### config.mk
export PLATFORM = sky130hd
export DESIGN_NAME = keypad_calc_entry
export DESIGN_NICKNAME = d
export VERILOG_FILES = /design/src/rtl/keypad_calc_entry.sv
export SDC_FILE = /design/constraint.sdc
export NUM_CORES = 1
export LEC_CHECK = 0
export ABC_AREA = 0
export CAP_MARGIN = 10
export CORE_MARGIN = 10
export CORE_UTILIZATION = 44
export DETAILED_ROUTE_END_ITERATION = 8
export GPL_TIMING_DRIVEN = 1
export PLACE_DENSITY = 0.76
export SYNTH_ARGS = -nofsm -noshare
export SYNTH_HDL_FRONTEND = slang
export SYNTH_SLANG_ARGS = --single-unit
### constraint.sdc
create_clock -name clk_10m -period 1.9 [get_ports clk_10m]
set_input_delay 0.19 -clock clk_10m [delete_from_list [all_inputs] [get_ports clk_10m]]
set_output_delay 0.19 -clock clk_10m [all_outputs]
set_load 0.005 [all_outputs]
### src/rtl/keypad_calc_entry.sv
// Keypad entry front end: turns scanner key presses into two BCD operands plus an operator for the arithmetic unit.
// Optional backspace on key 0xE is built when KEYPAD_CALC_BACKSPACE_EN is defined.
`timescale 1ns/1ps
module keypad_calc_entry #(
   parameter int N_DIGITS = 3
) (
   input  logic                  clk_10m,
   input  logic                  reset,
   input  logic [3:0]            key_code,
   input  logic                  key_valid,
   output logic                  op_valid,
   input  logic                  op_ready,
   output logic [4*N_DIGITS-1:0] op_a,
   output logic [4*N_DIGITS-1:0] op_b,
   output logic [1:0]            op_code,
   output logic [4*N_DIGITS-1:0] disp_bcd,
   output logic [1:0]            entry_state
);

   localparam int W  = 4 * N_DIGITS;
   localparam int CW = $clog2(N_DIGITS + 1);

   typedef enum logic [1:0] {
      ENTER_A  = 2'b00,
      ENTER_B  = 2'b01,
      WAIT_ACK = 2'b10,
      DONE     = 2'b11
   } state_t;

   state_t          state_reg, state_next;
   logic [W-1:0]    a_reg, a_next;
   logic [W-1:0]    b_reg, b_next;
   logic [1:0]      code_reg, code_next;
   logic [CW-1:0]   cnt_a_reg, cnt_a_next;
   logic [CW-1:0]   cnt_b_reg, cnt_b_next;
   logic            kv_d_reg;

   logic key_evt, is_digit, is_op;

   assign key_evt  = key_valid & ~kv_d_reg;
   assign is_digit = (key_code <= 4'd9);
   assign is_op    = (key_code == 4'hA) || (key_code == 4'hB) || (key_code == 4'hC);

   // A digit is taken unless it is a leading zero or the operand is already full.
   function automatic logic digit_ok(input logic [CW-1:0] cnt, input logic [3:0] d);
      return !(cnt == '0 && d == 4'd0) && (cnt != CW'(N_DIGITS));
   endfunction

   function automatic logic [W-1:0] shift_in(input logic [W-1:0] v, input logic [3:0] d);
      logic [W+3:0] t;
      t = {v, d};
      return t[W-1:0];
   endfunction

   function automatic logic [1:0] op_of(input logic [3:0] k);
      case (k)
         4'hB:    return 2'b01;
         4'hC:    return 2'b10;
         default: return 2'b00;
      endcase
   endfunction

   always_comb begin
      state_next = state_reg;
      a_next     = a_reg;
      b_next     = b_reg;
      code_next  = code_reg;
      cnt_a_next = cnt_a_reg;
      cnt_b_next = cnt_b_reg;

      if (state_reg == WAIT_ACK && op_ready)
         state_next = DONE;

      if (key_evt) begin
         if (key_code == 4'hF) begin
            // Clear overrides everything, including a handshake in the same cycle.
            state_next = ENTER_A;
            a_next     = '0;
            b_next     = '0;
            code_next  = 2'b00;
            cnt_a_next = '0;
            cnt_b_next = '0;
         end else begin
            case (state_reg)
               ENTER_A: begin
                  if (is_digit) begin
                     if (digit_ok(cnt_a_reg, key_code)) begin
                        a_next     = shift_in(a_reg, key_code);
                        cnt_a_next = cnt_a_reg + CW'(1);
                     end
                  end else if (is_op) begin
                     code_next  = op_of(key_code);
                     b_next     = '0;
                     cnt_b_next = '0;
                     state_next = ENTER_B;
                  end
`ifdef KEYPAD_CALC_BACKSPACE_EN
                  else if (key_code == 4'hE && cnt_a_reg != '0) begin
                     a_next     = a_reg >> 4;
                     cnt_a_next = cnt_a_reg - CW'(1);
                  end
`endif
               end
               ENTER_B: begin
                  if (is_digit) begin
                     if (digit_ok(cnt_b_reg, key_code)) begin
                        b_next     = shift_in(b_reg, key_code);
                        cnt_b_next = cnt_b_reg + CW'(1);
                     end
                  end else if (is_op) begin
                     if (cnt_b_reg == '0)
                        code_next = op_of(key_code);
                  end else if (key_code == 4'hD) begin
                     state_next = WAIT_ACK;
                  end
`ifdef KEYPAD_CALC_BACKSPACE_EN
                  else if (key_code == 4'hE && cnt_b_reg != '0) begin
                     b_next     = b_reg >> 4;
                     cnt_b_next = cnt_b_reg - CW'(1);
                  end
`endif
               end
               DONE: begin
                  if (is_digit) begin
                     // New calculation: the digit becomes the first digit of a fresh A.
                     a_next     = (key_code == 4'd0) ? '0 : W'(key_code);
                     cnt_a_next = (key_code == 4'd0) ? '0 : CW'(1);
                     b_next     = '0;
                     cnt_b_next = '0;
                     state_next = ENTER_A;
                  end else if (is_op) begin
                     code_next  = op_of(key_code);
                     b_next     = '0;
                     cnt_b_next = '0;
                     state_next = ENTER_B;
                  end
               end
               default: ;
            endcase
         end
      end
   end

   always_ff @(posedge clk_10m or negedge reset) begin
      if (!reset) begin
         state_reg <= ENTER_A;
         a_reg     <= '0;
         b_reg     <= '0;
         code_reg  <= 2'b00;
         cnt_a_reg <= '0;
         cnt_b_reg <= '0;
         kv_d_reg  <= 1'b0;
      end else begin
         state_reg <= state_next;
         a_reg     <= a_next;
         b_reg     <= b_next;
         code_reg  <= code_next;
         cnt_a_reg <= cnt_a_next;
         cnt_b_reg <= cnt_b_next;
         kv_d_reg  <= key_valid;
      end
   end

   assign op_valid    = (state_reg == WAIT_ACK);
   assign op_a        = a_reg;
   assign op_b        = b_reg;
   assign op_code     = code_reg;
   assign entry_state = state_reg;
   assign disp_bcd    = (state_reg == ENTER_A) ? a_reg : b_reg;

endmodule

==> results of run 1 <==
[worst max-delay path: stages, from the launching register on]
cell	delay [ns]
dfrtp_1	0.39
buf_4	0.15
ha_2	0.20
nand2b_4	0.15
mux2_2	0.26
a22o_1	0.18
nand4_1	0.14
mux2_4	0.32
[layer usage]
metal,wire length [um],part of all wire
met5,0,0
met4,70,0.012
met3,390,0.068
met2,2690,0.47
met1,2550,0.45
[cells in the final DEF (no fill, tap or decap), types with 2 or more instances in the layout]
cell and count:
a21o_4 2, o21ai_1 2, and3_1 2, mux2_2 14, inv_1 6, clkbuf_2 2, inv_2 2, mux2_4 2
clkdlybuf4s50_1 36, nor2b_1 2, nor4_1 2, o21ai_0 3, a21oi_4 2, buf_12 2, a21oi_1 4, nand2_1 4
clkdlybuf4s15_1 10, ha_1 7, a22o_1 26, nor3_1 4, nor2_1 3, buf_4 28, dfrtp_1 33, nand2b_4 2
clkbuf_8 6, o21ai_2 2, o311ai_4 2
[path summary, 6_finish.rpt]
path,startpoint,endpoint,slack (ns),depth (start not counted)
max,entry_state[0],op_code[1],0.004,7
min,reset,op_b[3],0.31,2
max reg2reg,entry_state[0],op_code[1],0.004,7
min reg2reg,op_code[0],op_code[0],0.52,1
max in group asynchronous,reset,op_b[2],1.29,2
min in group clk_10m,key_valid,kv_d_reg,0.40,1
[cell type report]
cell class              count  share of cell area
multi-input cells         110               0.375
flip-flops and latches     33               0.285
repair buffers             81               0.267
clock buffers               7              0.0298
well taps                  50              0.0216
clock inverters             1              0.0104
inverters                   8              0.0104
[power by group through the flow]
stage | Combinational [W] | Clock [W] | Sequential, W
finish | 0.00258 | 0.000688 | 0.00126
global placement | 0.00210 | 0 | 0.00126
CTS | 0.00225 | 0.000696 | 0.00127
floorplan | 0.00101 | 0 | 0.00122
global route | 0.00279 | 0.000733 | 0.00131
detailed placement | 0.00218 | 0 | 0.00128
[timing repair]
item	4_1_cts	5_1_grt
gates resized for setup	21	28
endpoints found under the setup margin	22	34
cloned	0	4
pin swaps	2	24
buffers inserted	3	5
[cell families (layout without fill, tap and decap cells)]
logic type                 count (synthesis)  count (layout)  share of synthesized area
AOI/OAI and AO/OA                         49              51                      0.226
adders and majority gates                  9               9                     0.0596
buffers and inverters                     20              97                     0.0596
DFF                                       33              33                      0.437
muxes                                     17              17                      0.101
and+or+nand+nor                           32              33                      0.117
[per-stage QoR]
stage          hold WS [ns]  instance area (um2)  cells
6_report              0.313                 2890    290
5_1_grt               0.344                 2890    290
4_1_cts               0.321                 2720    281
3_5_place_dp          0.488                 2550    270
3_3_place_gp          0.489                 2550    270
2_1_floorplan        -0.106                 1890    160
==> summary.md, run 1 <==
| Metric | Value |
|---|---|
| Status | `finished clean` |
| Overall die width | `85.5 um` |
| GRT met1 Usage | `0.167` |
| Relative slew margins | `0.687` |
| Pre-CTS WS | `-0.190 ns` |
| Placer congestion estimate | `0.859` |
| Io pins | `49` |
| YS warnings | `0` |
| TritonCTS clock tree | `yes` |
| Measured slew at the worst slew-check pin | `0.468 ns` |
| Initial antenna violation count | `0` |
| Unique masters post-synth | `44` |
| Seq. cell area | `826 um2` |
| Area Growth Syn to Fin | `53.2%` |
| P_int | `0.00296 W` |
| Nets | `256` |
| Sw Pwr | `0.00158 W` |
| Post-cts hold buffer count | `0` |
| Standby leakage power | `1.29 nW` |
| Most common cell in the netlist | `dfrtp_1` |
| Critical path launch point type | `flop` |
| DR pass1 iterations | `4` |
| Vias | `1,634` |
| Yosys reg bits | `33` |
| WL final | `5700 um` |
| Crit path DAT | `2.08 ns` |
| Clock Path Buffers | `2` |
| Ys async rst share | `1.00` |
| DR vias/cell | `5.63` |
| Post-route ant nets | `0` |
| Port bufs | `48` |
| Fill count | `278` |
| Worst VDD drop | `1.01 mV` |
| # rows | `23` |
| CTS Buf Count | `5` |
| Vias in the first global route | `1,711` |
| Top post-synthesis cells by area | `dfrtp_1 44%, a22o_1 12%, mux2_2 8.3%` |
| Comb pwr share | `0.569` |
| Share of cells above drive strength 1 | `0.346` |
| HPWL Detailed | `3890 um` |
| Mean Syn Cell Area | `11.8 um2` |
| Clock transition at path regs | `0.07 ns` |
| Post-synthesis sequential area ratio | `0.437` |
| Final hold vios | `0` |
| CP required | `2.08 ns` |
| Crit path kind | `flop to flop` |
| RSZ-0062 raised after global routing | `yes` |
| Die area | `7310 um2` |
| Number of synthesized flops with an enable pin | `0` |
| DR iter-0 viols | `66` |
| Mapped Nets | `177` |
| Remaining routing DRC violations | `0` |
| Core ar. | `4090 um2` |
| GRT Total Usage | `0.144` |
| Max Freq | `0.528 GHz` |
| Met2 Use GR | `0.232` |
| Cells after Synth | `160` |
| Grt total ovfl | `0` |
| Antenna Cells | `0` |
| Final min period | `1.90 ns` |
| Hold Crit Class | `input port to async pin` |
| Final Cycle Share | `0.998` |
| Setup violations, final | `0` |
| Synth cell count leaders | `33 x dfrtp_1, 26 x a22o_1, 14 x mux2_2` |
| Synth top area share | `0.437` |
| Detailed-route wire length per cell | `19.7 um` |
| Core Util, Final | `0.708` |
| Root buf cell | `clkbuf_8` |
| Area leader, netlist | `dfrtp_1` |
| Skew-Pair Late Insertion Delay | `0.29 ns` |
| Sw Share | `0.348` |
| Dominant synthesized flop cell | `dfrtp_1` |
| Global-route wire length before repair | `8670 um` |
| CTS H-tree depth | `2` |
| Largest net degree at the start of global routing | `34` |
| Clock skew | `0.00644 ns` |
| Clk network pwr share | `0.152` |
| Grt peak-use layer | `met2` |
| Total Power | `0.00453 W` |
| Die H | `85.5 um` |
| CP max FO | `4` |
| Post-Synthesis Cell Area | `1890 um2` |
| Setup Total Neg Slack | `0 ns` |
| Starting Density | `0.462` |
| Final Slew Violations | `0` |
| Clock sinks | `33` |
| M3 GR Usage | `0.0596` |
| PnR worst setup slack | `0.00435 ns` |
| Multi-input logic area | `1090 um2` |
| Register share of total power | `0.279` |
| Power Density | `1570 nW/um2` |
| Setup crit end kind | `flop` |
| Max_cap viols | `0` |
(Power assumes the default switching activity.)
==> inputs of run 2 (changes only) <==
CORE_UTILIZATION = 45   (was 44)
CTS_BUF_LIST = sky130_fd_sc_hd__clkbuf_8   (was unset)
PLACE_DENSITY = 0.78   (was 0.76)
==> summary.md, run 2 (same netlist as run 1, synthesis figures left out) <==
| Metric | Value |
|---|---|
| TritonCTS clock tree | `yes` |
| Final hold vios | `0 (unchanged)` |
| RSZ-0062 raised after global routing | `yes` |
| Die H | `84.8 um (-0.85%)` |
| Remaining routing DRC violations | `0 (unchanged)` |
| Reg2Reg Depth | `7 (unchanged)` |
| DR iter-0 viols | `56 (-15%)` |
| Setup Total Neg Slack | `-0.00941 ns (-0.00941 ns)` |
| Grt total ovfl | `0 (unchanged)` |
| Antenna Cells | `0 (unchanged)` |
| Overall die width | `84.8 um (-0.85%)` |
| Vias | `1,636 (+0.12%)` |
| Max_cap viols | `0 (unchanged)` |
| Area Growth Syn to Fin | `47.6%` |
| Critical path launch point type | `flop` |
| PnR worst setup slack | `-0.00941 ns (-0.0138 ns)` |
| Worst VDD drop | `0.987 mV (-2.5%)` |
| Non-filler instance count after layout | `285 (-1.7%)` |
| Clock transition at path regs | `0.07 ns (about the same)` |
| Commonest cells after routing, fill and taps aside | `36 x clkdlybuf4s50_1, 33 x dfrtp_1, 26 x a22o_1, 26 x buf_4, 14 x mux2_2` |
| Detailed-route wire length per cell | `19.4 um (-1.5%)` |
| Final Slew Violations | `0 (unchanged)` |
| CP required | `1.71 ns (-0.37 ns)` |
| Hold Crit Class | `input port to async pin` |
| # placed instances | `271 (+0.37%)` |
| WL final | `5520 um (-3.2%)` |
| CTS Buf Count | `5 (unchanged)` |
| CTS H-tree depth | `2 (unchanged)` |
| Port bufs | `48 (unchanged)` |
| Power Density | `1560 nW/um2 (-0.47%)` |
| Root buf cell | `clkbuf_8` |
| Hold WS | `0.317 ns (+0.00443 ns)` |
| Final Cycle Share | `1.00 (+0.00724)` |
| Final min period | `1.91 ns (+0.0138 ns)` |
| Setup violations, final | `1 (+1)` |
| # rows | `23 (unchanged)` |
| Largest net degree at the start of global routing | `34 (unchanged)` |
| Failing checks | `setup timing` |
| Measured slew at the worst slew-check pin | `0.428 ns (-0.0394 ns)` |
| Global-route wire length before repair | `9050 um (+4.4%)` |
| Worst setup path start | `entry_state[1]` |
| Clock Path Buffers | `2 (unchanged)` |
| Crit path kind | `flop to output pin` |
| Starting Density | `0.469 (+0.00660)` |
| CP max FO | `10 (+6)` |
| Clock skew | `0.00892 ns (+0.00248 ns)` |
| Initial antenna violation count | `0 (unchanged)` |
| FF-to-FF Start | `entry_state[0]` |
| Status | `complete, but fails checks` |
| Relative slew margins | `0.715 (+0.0280)` |
| Clock sinks | `33 (unchanged)` |
| Share of cells above drive strength 1 | `0.340 (-0.00541)` |
| Fill count | `285 (+2.5%)` |
| Skew-Pair Late Insertion Delay | `0.28 ns (about the same)` |
| Register-to-register setup slack | `0.01 ns (about the same)` |
| Crit path DAT | `1.72 ns (-0.36 ns)` |
| Max Freq | `0.524 GHz (-0.72%)` |
| DR vias/cell | `5.74 (+1.9%)` |
| Post-route ant nets | `0 (unchanged)` |
| Nets | `251 (-2.0%)` |
| Placer congestion estimate | `0.846 (-1.5%)` |
| HPWL Detailed | `4130 um (+6.1%)` |
| Crit path to | `disp_bcd[0]` |
| Io pins | `49 (unchanged)` |
| Standby leakage power | `1.26 nW (-2.1%)` |
| Core ar. | `4030 um2 (-1.4%)` |
| DR pass1 iterations | `4 (unchanged)` |
| Worst flop-to-flop path endpoint | `op_code[1]` |
| Die area | `7190 um2 (-1.7%)` |
| Commonest non-fill, non-tap cell in the layout | `clkdlybuf4s50_1` |
| Setup crit end kind | `output pin` |
| GRT Total Usage | `0.152 (+0.00816)` |
| Vias in the first global route | `1,785 (+4.3%)` |
## run 2: area by class of cell
cell class	instances	area (um2)	share of cell area
clock buffer	6	82.6	0.0296
clock inverter	2	33.8	0.0121
inverter	8	30.0	0.0108
multi-input combinational	108	1040	0.372
sequential	33	826	0.296
tap	50	62.6	0.0224
timing repair buffer	78	717	0.257
## run 2: timing repair
| action | CTS | global route |
|---|---|---|
| setup endpoints to repair | 21 | 41 |
| buffers inserted | 4 | 1 |
| hold buffers | 0 | 0 |
| gates resized for setup | 28 | 18 |
| pin swaps | 2 | 3 |
| cloned | 0 | 1 |
## run 2: report_power, final
part / internal (W) / switching [W] / total, W
clock network: 0.000422 / 0.000254 / 0.000677
logic: 0.00145 / 0.000946 / 0.00239
registers: 0.000977 / 0.000299 / 0.00128
## run 2: worst min-delay path by stage
stage | end | slack (ns) | from | cells after the start
floorplan | cnt_a_reg[0] | -0.11 | reset | 0
global placement | op_code[0] | 0.48 | op_code[0] | 1
detailed placement | op_code[1] | 0.49 | op_code[1] | 1
CTS | op_a[0] | 0.33 | reset | 2
global route | op_b[11] | 0.35 | reset | 2
finish | op_b[4] | 0.32 | reset | 2
## run 2: metal layers
layer,GRT usage,vias to the layer above,share of wire
li1,-,751,-
met1,0.176,808,0.42
met2,0.251,66,0.49
met3,0.0560,11,0.073
met4,0.0554,0,0.019
met5,0,-,0
## run 2: critical path, stage by stage, from the launching register on
cell             delay (ns)
dfrtp_1                0.40
inv_2                  0.10
ha_4                   0.15
buf_12                 0.13
buf_4                  0.13
mux2_2                 0.32
clkdlybuf4s15_2        0.21
## run 2: metrics by stage
stage                     utilization  area [um2]  power [W]  setup WS, ns
after global routing            0.692        2790    0.00464       -0.0817
after floorplan                     -        1890    0.00224        0.0372
after detailed placement        0.636        2560    0.00350        -0.144
after CTS                       0.678        2730    0.00428       -0.0239
after global placement          0.636        2560    0.00339       -0.0405
final                           0.692        2790    0.00435      -0.00941
